$ cat config.mk
export PLATFORM = sky130hd
export DESIGN_NAME = pipe_hazard_ctrl
export DESIGN_NICKNAME = d
export VERILOG_FILES = /design/src/rtl/pipe_hazard_ctrl_pkg.sv /design/src/rtl/pipe_hazard_ctrl_hazard_cmp.sv /design/src/rtl/pipe_hazard_ctrl.sv
export SDC_FILE = /design/constraint.sdc
export NUM_CORES = 1
export LEC_CHECK = 0
export CAP_MARGIN = 0
export CELL_PAD_IN_SITES_DETAIL_PLACEMENT = 2
export CELL_PAD_IN_SITES_GLOBAL_PLACEMENT = 2
export CORE_UTILIZATION = 29
export DETAILED_ROUTE_END_ITERATION = 8
export GPL_TIMING_DRIVEN = 0
export PLACE_DENSITY = 0.82
export SLEW_MARGIN = 30
export SYNTH_ARGS = -nofsm -noshare
export SYNTH_HDL_FRONTEND = slang
export SYNTH_SLANG_ARGS = --single-unit
$ cat constraint.sdc
create_clock -name clk -period 2.3 [get_ports clk]
set_input_delay 0.46 -clock clk [delete_from_list [all_inputs] [get_ports clk]]
set_output_delay 0.46 -clock clk [all_outputs]
set_load 0.03 [all_outputs]
$ cat src/rtl/pipe_hazard_ctrl_pkg.sv
// Shared types for the pipeline hazard controller: FSM state encoding,
// the shadow-pipe entry layout and the default register address width.
package pipe_hazard_ctrl_pkg;

  // Register address width of the mini core (ID/EX destination field).
  localparam int REG_ADDR_DEF = 3;

  // Number of shadow entries mirroring EX, MEM and WB.
  localparam int SH_DEPTH = 3;

  typedef enum logic [1:0] {
    ST_RUN   = 2'd0,
    ST_DRAIN = 2'd1,
    ST_HALT  = 2'd2
  } state_e;

  // One in-flight instruction as seen by the hazard logic.
  typedef struct packed {
    logic                    v;
    logic                    wr;
    logic [REG_ADDR_DEF-1:0] addr;
  } sh_entry_t;

endpackage

$ cat src/rtl/pipe_hazard_ctrl_hazard_cmp.sv
// Source-versus-shadow comparator: flags a read-after-write conflict between
// the ID instruction's sources and one in-flight write. Purely combinational.
module pipe_hazard_ctrl_hazard_cmp
  import pipe_hazard_ctrl_pkg::*;
#(
  parameter int REG_ADDR = REG_ADDR_DEF
) (
  input  logic                sh_wr_i,
  input  logic [REG_ADDR-1:0] sh_addr_i,
  input  logic                r1_used_i,
  input  logic [REG_ADDR-1:0] r1_addr_i,
  input  logic                r2_used_i,
  input  logic [REG_ADDR-1:0] r2_addr_i,
  output logic                hit_o
);

  // Register 0 is an ordinary register here, so no zero-address exclusion.
  always_comb begin
    hit_o = sh_wr_i & ((r1_used_i & (r1_addr_i == sh_addr_i)) |
                       (r2_used_i & (r2_addr_i == sh_addr_i)));
  end

endmodule

$ cat src/rtl/pipe_hazard_ctrl.sv
// Pipeline hazard / halt controller for the 5-stage mini core.
// Tracks writes in flight with a 3-entry shadow pipe (EX, MEM, WB), stalls
// fetch and inserts bubbles on RAW hazards (no forwarding), and drains then
// freezes the pipe on halt_req.
// Optional build macro: PIPE_STALL_CNT_EN adds the saturating stall_cnt port.
module pipe_hazard_ctrl
  import pipe_hazard_ctrl_pkg::*;
#(
  parameter int REG_ADDR  = REG_ADDR_DEF,
  parameter int CHK_DEPTH = 3,
  parameter int CNT_WIDTH = 16
) (
  input  logic                clk,
  input  logic                reset,
  input  logic                id_valid,
  input  logic                id_r1_used,
  input  logic [REG_ADDR-1:0] id_r1_addr,
  input  logic                id_r2_used,
  input  logic [REG_ADDR-1:0] id_r2_addr,
  input  logic                id_wreg_en,
  input  logic [REG_ADDR-1:0] id_wreg_addr,
  input  logic                halt_req,
  output logic                pc_en,
  output logic                ifid_en,
  output logic                idex_en,
  output logic                exmem_en,
  output logic                memwb_en,
  output logic                bubble,
  output logic                halted
`ifdef PIPE_STALL_CNT_EN
  ,
  output logic [CNT_WIDTH-1:0] stall_cnt
`endif
);

  if (CHK_DEPTH < 1 || CHK_DEPTH > SH_DEPTH || CNT_WIDTH < 1) begin : g_cfg_illegal
    $error("pipe_hazard_ctrl: CHK_DEPTH must be 1..3 and CNT_WIDTH at least 1");
  end

  state_e    state_q, state_d;
  sh_entry_t sh_q [SH_DEPTH];
  sh_entry_t sh_d [SH_DEPTH];

  logic [CHK_DEPTH-1:0] hit_s;
  logic                 haz_s;
  logic                 drain_empty_s;

  // One comparator per checked stage, nearest stage (EX) first.
  for (genvar gi = 0; gi < CHK_DEPTH; gi++) begin : g_cmp
    pipe_hazard_ctrl_hazard_cmp #(
      .REG_ADDR (REG_ADDR)
    ) u_cmp (
      .sh_wr_i   (sh_q[gi].wr),
      .sh_addr_i (sh_q[gi].addr),
      .r1_used_i (id_r1_used),
      .r1_addr_i (id_r1_addr),
      .r2_used_i (id_r2_used),
      .r2_addr_i (id_r2_addr),
      .hit_o     (hit_s[gi])
    );
  end

  // Hazard only matters when ID holds a real instruction.
  always_comb begin
    haz_s = id_valid & (|hit_s);
  end

  // Pipe is empty after this cycle's shift: the new EX entry is always a
  // bubble while draining, and the old WB entry falls out, so only the old
  // EX and MEM entries can still be valid.
  always_comb begin
    drain_empty_s = ~sh_q[0].v & ~sh_q[1].v;
  end

  // Mealy enables/bubble and next-state selection.
  always_comb begin
    pc_en    = 1'b0;
    ifid_en  = 1'b0;
    idex_en  = 1'b0;
    exmem_en = 1'b0;
    memwb_en = 1'b0;
    bubble   = 1'b1;
    halted   = 1'b0;
    state_d  = state_q;
    if (reset) begin
      state_d = ST_RUN;
    end else begin
      case (state_q)
        ST_RUN: begin
          idex_en  = 1'b1;
          exmem_en = 1'b1;
          memwb_en = 1'b1;
          if (haz_s) begin
            pc_en   = 1'b0;
            ifid_en = 1'b0;
            bubble  = 1'b1;
          end else begin
            pc_en   = 1'b1;
            ifid_en = 1'b1;
            bubble  = 1'b0;
          end
          if (halt_req) begin
            state_d = ST_DRAIN;
          end else begin
            state_d = ST_RUN;
          end
        end
        ST_DRAIN: begin
          idex_en  = 1'b1;
          exmem_en = 1'b1;
          memwb_en = 1'b1;
          bubble   = 1'b1;
          if (!halt_req) begin
            state_d = ST_RUN;
          end else if (drain_empty_s) begin
            state_d = ST_HALT;
          end else begin
            state_d = ST_DRAIN;
          end
        end
        ST_HALT: begin
          halted = 1'b1;
          if (halt_req) begin
            state_d = ST_HALT;
          end else begin
            state_d = ST_RUN;
          end
        end
        default: begin
          state_d = ST_RUN;
        end
      endcase
    end
  end

  // Shifted shadow contents; a bubble enters EX as an invalid non-writer.
  always_comb begin
    sh_d[0].v    = id_valid & ~bubble;
    sh_d[0].wr   = id_valid & id_wreg_en & ~bubble;
    sh_d[0].addr = id_wreg_addr;
    sh_d[1]      = sh_q[0];
    sh_d[2]      = sh_q[1];
  end

  // State register.
  always_ff @(posedge clk) begin
    if (reset) begin
      state_q <= ST_RUN;
    end else begin
      state_q <= state_d;
    end
  end

  // Shadow pipe advances with the ID/EX register.
  always_ff @(posedge clk) begin
    for (int i = 0; i < SH_DEPTH; i++) begin
      if (reset) begin
        sh_q[i] <= '0;
      end else if (idex_en) begin
        sh_q[i] <= sh_d[i];
      end else begin
        sh_q[i] <= sh_q[i];
      end
    end
  end

`ifdef PIPE_STALL_CNT_EN
  logic [CNT_WIDTH-1:0] stall_cnt_q, stall_cnt_d;

  // Count hazard stalls in RUN only; saturate instead of wrapping.
  always_comb begin
    stall_cnt_d = stall_cnt_q;
    if ((state_q == ST_RUN) && haz_s && (stall_cnt_q != {CNT_WIDTH{1'b1}})) begin
      stall_cnt_d = stall_cnt_q + CNT_WIDTH'(1'b1);
    end else begin
      stall_cnt_d = stall_cnt_q;
    end
  end

  // Stall counter register.
  always_ff @(posedge clk) begin
    if (reset) begin
      stall_cnt_q <= '0;
    end else begin
      stall_cnt_q <= stall_cnt_d;
    end
  end

  assign stall_cnt = stall_cnt_q;
`endif

endmodule

### After elaboration in Yosys (flattened, before gate mapping)

Memory sizes are Yosys's and may differ from the RTL's.
Cells that the tools add are included.

| cells by class | value |
|---|---|
| equal/unequal tests | 8 |
| divide/modulo/power cells | 0 |
| $mul | 0 |
| shift-type cells | 0 |
| add/sub/neg operators | 0 |
| reduce and logical (&&, ||, !) cells | 3 |
| bitwise gates (word level) | 26 |
| magnitude comparators | 0 |
| multiplexer cells | 29 |

Operators with widths:

| cell | count |
|---|---|
| 5-bit 2-to-1 mux | 6 |
| 1-bit 2-to-1 mux | 19 |
| 3-bit == test | 6 |
| 1-bit bitwise AND | 14 |
| 1-bit OR | 9 |
| 2-bit 2-to-1 mux | 3 |
| 2-bit one-hot mux with 3 select lines | 1 |
| 1-bit NOT | 3 |
| 3-bit OR reduction | 1 |
| 2-bit by 1-bit == test with 1-bit output (second input constant) | 1 |
| 2-bit == test (second input constant) | 1 |
| 2-bit logical NOT | 1 |
| 2-bit OR reduction | 1 |

| storage, ports and cells | value |
|---|---|
| output and inout port bits | 7 |
| bits in latches | 0 |
| bits in registers | 2 |
| input bits | 16 |
| memories kept | 1 |
| bits in writable memories | 15 |
| word-level logic and storage cells | 68 |
| bits in read-only memories | 0 |

Memory list:

| memory | words | width | read ports | clocked after memory_dff | wr ports | RTL line | source |
|---|---|---|---|---|---|---|---|
| sh_q | 3 | 5 | 3 | 0 | 3 | pipe_hazard_ctrl.sv:41 | `sh_entry_t sh_q [SH_DEPTH];` |

### Depth between registers and ports, before layout

An unclocked memory read counts as a cell.

| logic depth | value |
|---|---|
| depth in word-level cells | 14 |
| gate-level depth with buffers | 6 |
| gate-level depth less buffers | 5 |

### Modules after synthesis

A second synthesis with hierarchy kept.

| unflattened totals | value |
|---|---|
| cells, all modules | 75 |
| area total of the unflattened synthesis | 877.1 µm² |

By module, submodules not included:

| module | times used | sequential area each (µm²) | cells each | area an instance (µm²) |
|---|---|---|---|---|
| pipe_hazard_ctrl | 1 | 460.4 | 48 | 659.4 |
| pipe_hazard_ctrl_hazard_cmp | 3 | 0.0 | 9 | 72.6 |

### Least setup slack after synthesis

No wires, ideal clock.

| timing | value |
|---|---|
| path type | input port to output port |
| from | in id_r1_addr[0] |
| to | out pc_en |
| buffers on the path | 1 |
| data required time | 1840 ps |
| arrival time | 1683 ps |
| setup slack | 157 ps |
| cell stages on the path | 6 |
| cells stage by stage | xnor2_1 -> nand4_1 -> nand2_1 -> a222oi_1 -> o21a_1 -> buf_4 |

| on the way | value |
|---|---|
| cells in the longest elaborated chain, start to end | 9 |
| elaborated cells between the ends (all ways) | 17 |
| classes of those cells | eq/ne: 3; mux: 3; bitwise: 10; reduce/logical: 1 |

Ends and longest elaborated chain:

| what | RTL line | source |
|---|---|---|
| from (decl) | pipe_hazard_ctrl.sv:17 | `input logic [REG_ADDR-1:0] id_r1_addr,` |
| 3-bit == test | pipe_hazard_ctrl_hazard_cmp.sv:19 | `hit_o = sh_wr_i & ((r1_used_i & (r1_addr_i == sh_addr_i)) \|` |
| 1-bit bitwise AND | pipe_hazard_ctrl_hazard_cmp.sv:19 |  |
| 1-bit OR | pipe_hazard_ctrl_hazard_cmp.sv:19 |  |
| 1-bit bitwise AND | pipe_hazard_ctrl_hazard_cmp.sv:19 |  |
| 3-bit OR reduction * | pipe_hazard_ctrl.sv:65 | `haz_s = id_valid & (\|hit_s);` |
| 1-bit bitwise AND * | pipe_hazard_ctrl.sv:65 |  |
| 1-bit 2-to-1 mux * (3 in series) | - |  |
| to (decl) | pipe_hazard_ctrl.sv:23 | `output logic pc_en,` |

Mark *: on every way between the ends. The rest lies on a longest branch, timed or not.

==> results <==
cell type report:
| class | instances | area [sq um] | share of cell area |
|---|---|---|---|
| sequential | 16 | 460 | 0.381 |
| multi-input combinational | 54 | 409 | 0.339 |
| timing repair buffer | 26 | 246 | 0.204 |
| tap | 31 | 38.8 | 0.0321 |
| clock buffer | 4 | 26.3 | 0.0218 |
| buffer | 3 | 22.5 | 0.0187 |
| inverter | 1 | 3.75 | 0.00311 |
worst max-delay path, delay by kind of cell (launching register included):
kind | cells | cell delay [ns]
buffers and inverters | 3 | 0.41
AND/OR/NAND/NOR | 2 | 0.16
flip-flops | 1 | 0.47
XOR/XNOR | 1 | 0.18
AO/OA/AOI/OAI | 2 | 0.44
Yosys cell counts:
master,n
and3_2,1
nor2_1,4
and4_1,1
and2_1,8
dfxtp_1,2
mux2_2,1
inv_1,1
edfxtp_1,14
a211oi_1,1
nand4_1,6
xnor2_1,18
o21a_1,1
nand2_1,4
nor2b_1,4
nand2b_1,2
nor3_1,1
a222oi_1,1
buf_4,3
o21ai_0,1
layer usage:
layer / up-vias / wire length [um] / GRT usage / share of wire
li1: 319 / - / - / -
met1: 325 / 945 / 0.181 / 0.44
met2: 21 / 1110 / 0.249 / 0.51
met3: 2 / 93 / 0.0276 / 0.043
met4: 0 / 15 / 0.0523 / 0.0069
met5: - / 0 / 0 / 0
metrics by stage:
stage	hold slack, ns	power [mW]	utilization	area (sq um)	std cells
after floorplan	0.464	0.431	-	862	74
after global placement	0.489	0.493	0.403	1120	127
after detailed placement	0.500	0.500	0.403	1120	127
after CTS	0.545	0.662	0.433	1200	135
after global routing	0.583	0.690	0.434	1210	135
final	0.570	0.656	0.434	1210	135
repair_timing:
action	in CTS	in global routing
buffers inserted	4	0
resized for setup	42	1
pin swaps	2	1
setup endpoints to repair	7	5
cells by family after synthesis:
| kind of cell | Yosys count |
|---|---|
| buffers and inverters | 4 |
| AO/OA/AOI/OAI | 4 |
| AND/OR/NAND/NOR | 31 |
| multiplexers | 1 |
| flip-flops | 16 |
| XOR/XNOR | 18 |
sequential cells by signal (all words and copies together), names as in the netlist:
name     cells
sh_q        14
state_q      2
power by group:
| group | total, mW | switching (mW) | internal (mW) |
|---|---|---|---|
| clock | 0.157 | 0.0892 | 0.0675 |
| sequential | 0.353 | 0.0188 | 0.334 |
| combinational | 0.146 | 0.0672 | 0.0790 |
worst max path at each step:
stage	to
2_1_floorplan	pc_en
3_3_place_gp	pc_en
3_5_place_dp	pc_en
4_1_cts	pc_en
5_1_grt	pc_en
6_report	pc_en
==> run metrics <==
outcome=complete, but fails checks; failing checks=negative setup slack; core area=~2800 sq um; H-Tree Level Count=1; Reg2Reg Depth=7; Antenna Nets Post-Route=0; Yosys top cell area share=0.488; final setup violation count=3; area grow syn2layout=40.1%; number of synthesized register bits=16; Critical Path RT=around 1.8 ns; number of hold buffers added after CTS=0; Hold Path Depth=1; Critical Path Source Type=flop; Worst R2R Start=sh_q[1][2]; Area contributors post-synth=edfxtp_1 (49%), xnor2_1 (18%), and2_1 (5.8%), dfxtp_1 (4.6%), nand4_1 (4.4%); Synth Area in Adders=0; antenna cells=0; Layout fillers=300; commonest non-fill, non-tap cell in the layout=xnor2_1; peak supply drop=a little over 0.3 mV; Crit Path Max Fanout=3; pre-CTS setup slack=-1.00 ns; Syn Area/Cell=about 12 sq um; TritonCTS buffer count=3; Gate Count Post-Synth=74; Final Hold Fails=0; crit path kind=flop to output port; CTS clk-pin slew, worst paths=0.09 ns; post-synthesis simple-gate area fraction=0.205; worst slew pin tran=between 0.4 and 0.5 ns; Seq/Total Area, Yosys=0.534; routability congestion estimate=0.686; most used cell, CP=buf_4; clk_lat worst skew=between 0.2 and 0.3 ns; initial core utilization=0.310; Rel. slew slack=0.722; min Tclk post-route=between 2 and 2.5 ns; row count=19; global route overflow=0; clock sinks=16; leakage dissipation=between 0.4 and 0.5 nW; hold_sp=state_q[0]; largest stage delay on the critical path=around 0.47 ns; CTS tree=done; Setup Skew=around 0.0040 ns; total track usage=0.145; post-DR wirelength/cell=16.0 um; mux share of post-synthesis cell area=0.0131; DP HPWL=roughly 1600 um; vias per inst=between 4 and 5; Critical Path End Type=output port; setup TNS=-0.175 ns; 1st-pass router iterations=4; Initial DRC Count=5; crit share post-route=1.04; Slowest-stage cell, CP=edfxtp_1; HP Class=flop to flop; arrival time worst endpoint=a little under 2 ns; DIE AREA=3190 sq um; Hold Crit Endpoint=state_q[0]; die outline height=56.5 um; vias in the first global route=736; io pins=23; final worst slack=-0.0978 ns; port buffer count=22; fraction of the mapped netlist area in compound gates=0.0348; Die W=~57 um; Routed Wire Length=about 2200 um; Synth area leader=edfxtp_1; Ys Warns=0; largest family of logic cells by synthesized area=simple AND/OR/NAND/NOR gates; Max-cap violations=0; largest net degree at the start of global routing=15; Critical Path, Cell by Cell=xnor2_1, nand4_1, nand2_1, a222oi_1, buf_4, o21a_1, buf_4, buf_6; buffer depth of the longest clock path=2; RSZ-0062 raised after global routing=true; Slew Viols, Final=0; first-pass GRT wire length=about 3400 um; Cell Pwr Density=around 540 nW/um^2; FMAX=between 400 and 500 MHz; XOR/XNOR share of the synthesized area=0.183; cell area after synthesis=~860 sq um; CTS root buffer=clkbuf_4; share of cells above drive strength 1=0.202; via count=between 600 and 700; r2r endpoint=sh_q[0][3]; antenna violations before repair=0; setup slack, reg-to-reg=roughly 0.61 ns; Synth Net Count=90; Netlist cell types=19; worst setup path startpoint=sh_q[1][2]; fin nets=around 120; # DRC=0; most frequent cells in the layout=xnor2_1 (16), edfxtp_1 (14), dlygate4sd2_1 (9), and2_1 (8), clkdlybuf4s50_1 (8)
Note: power is estimated with default switching activity, not from simulation.
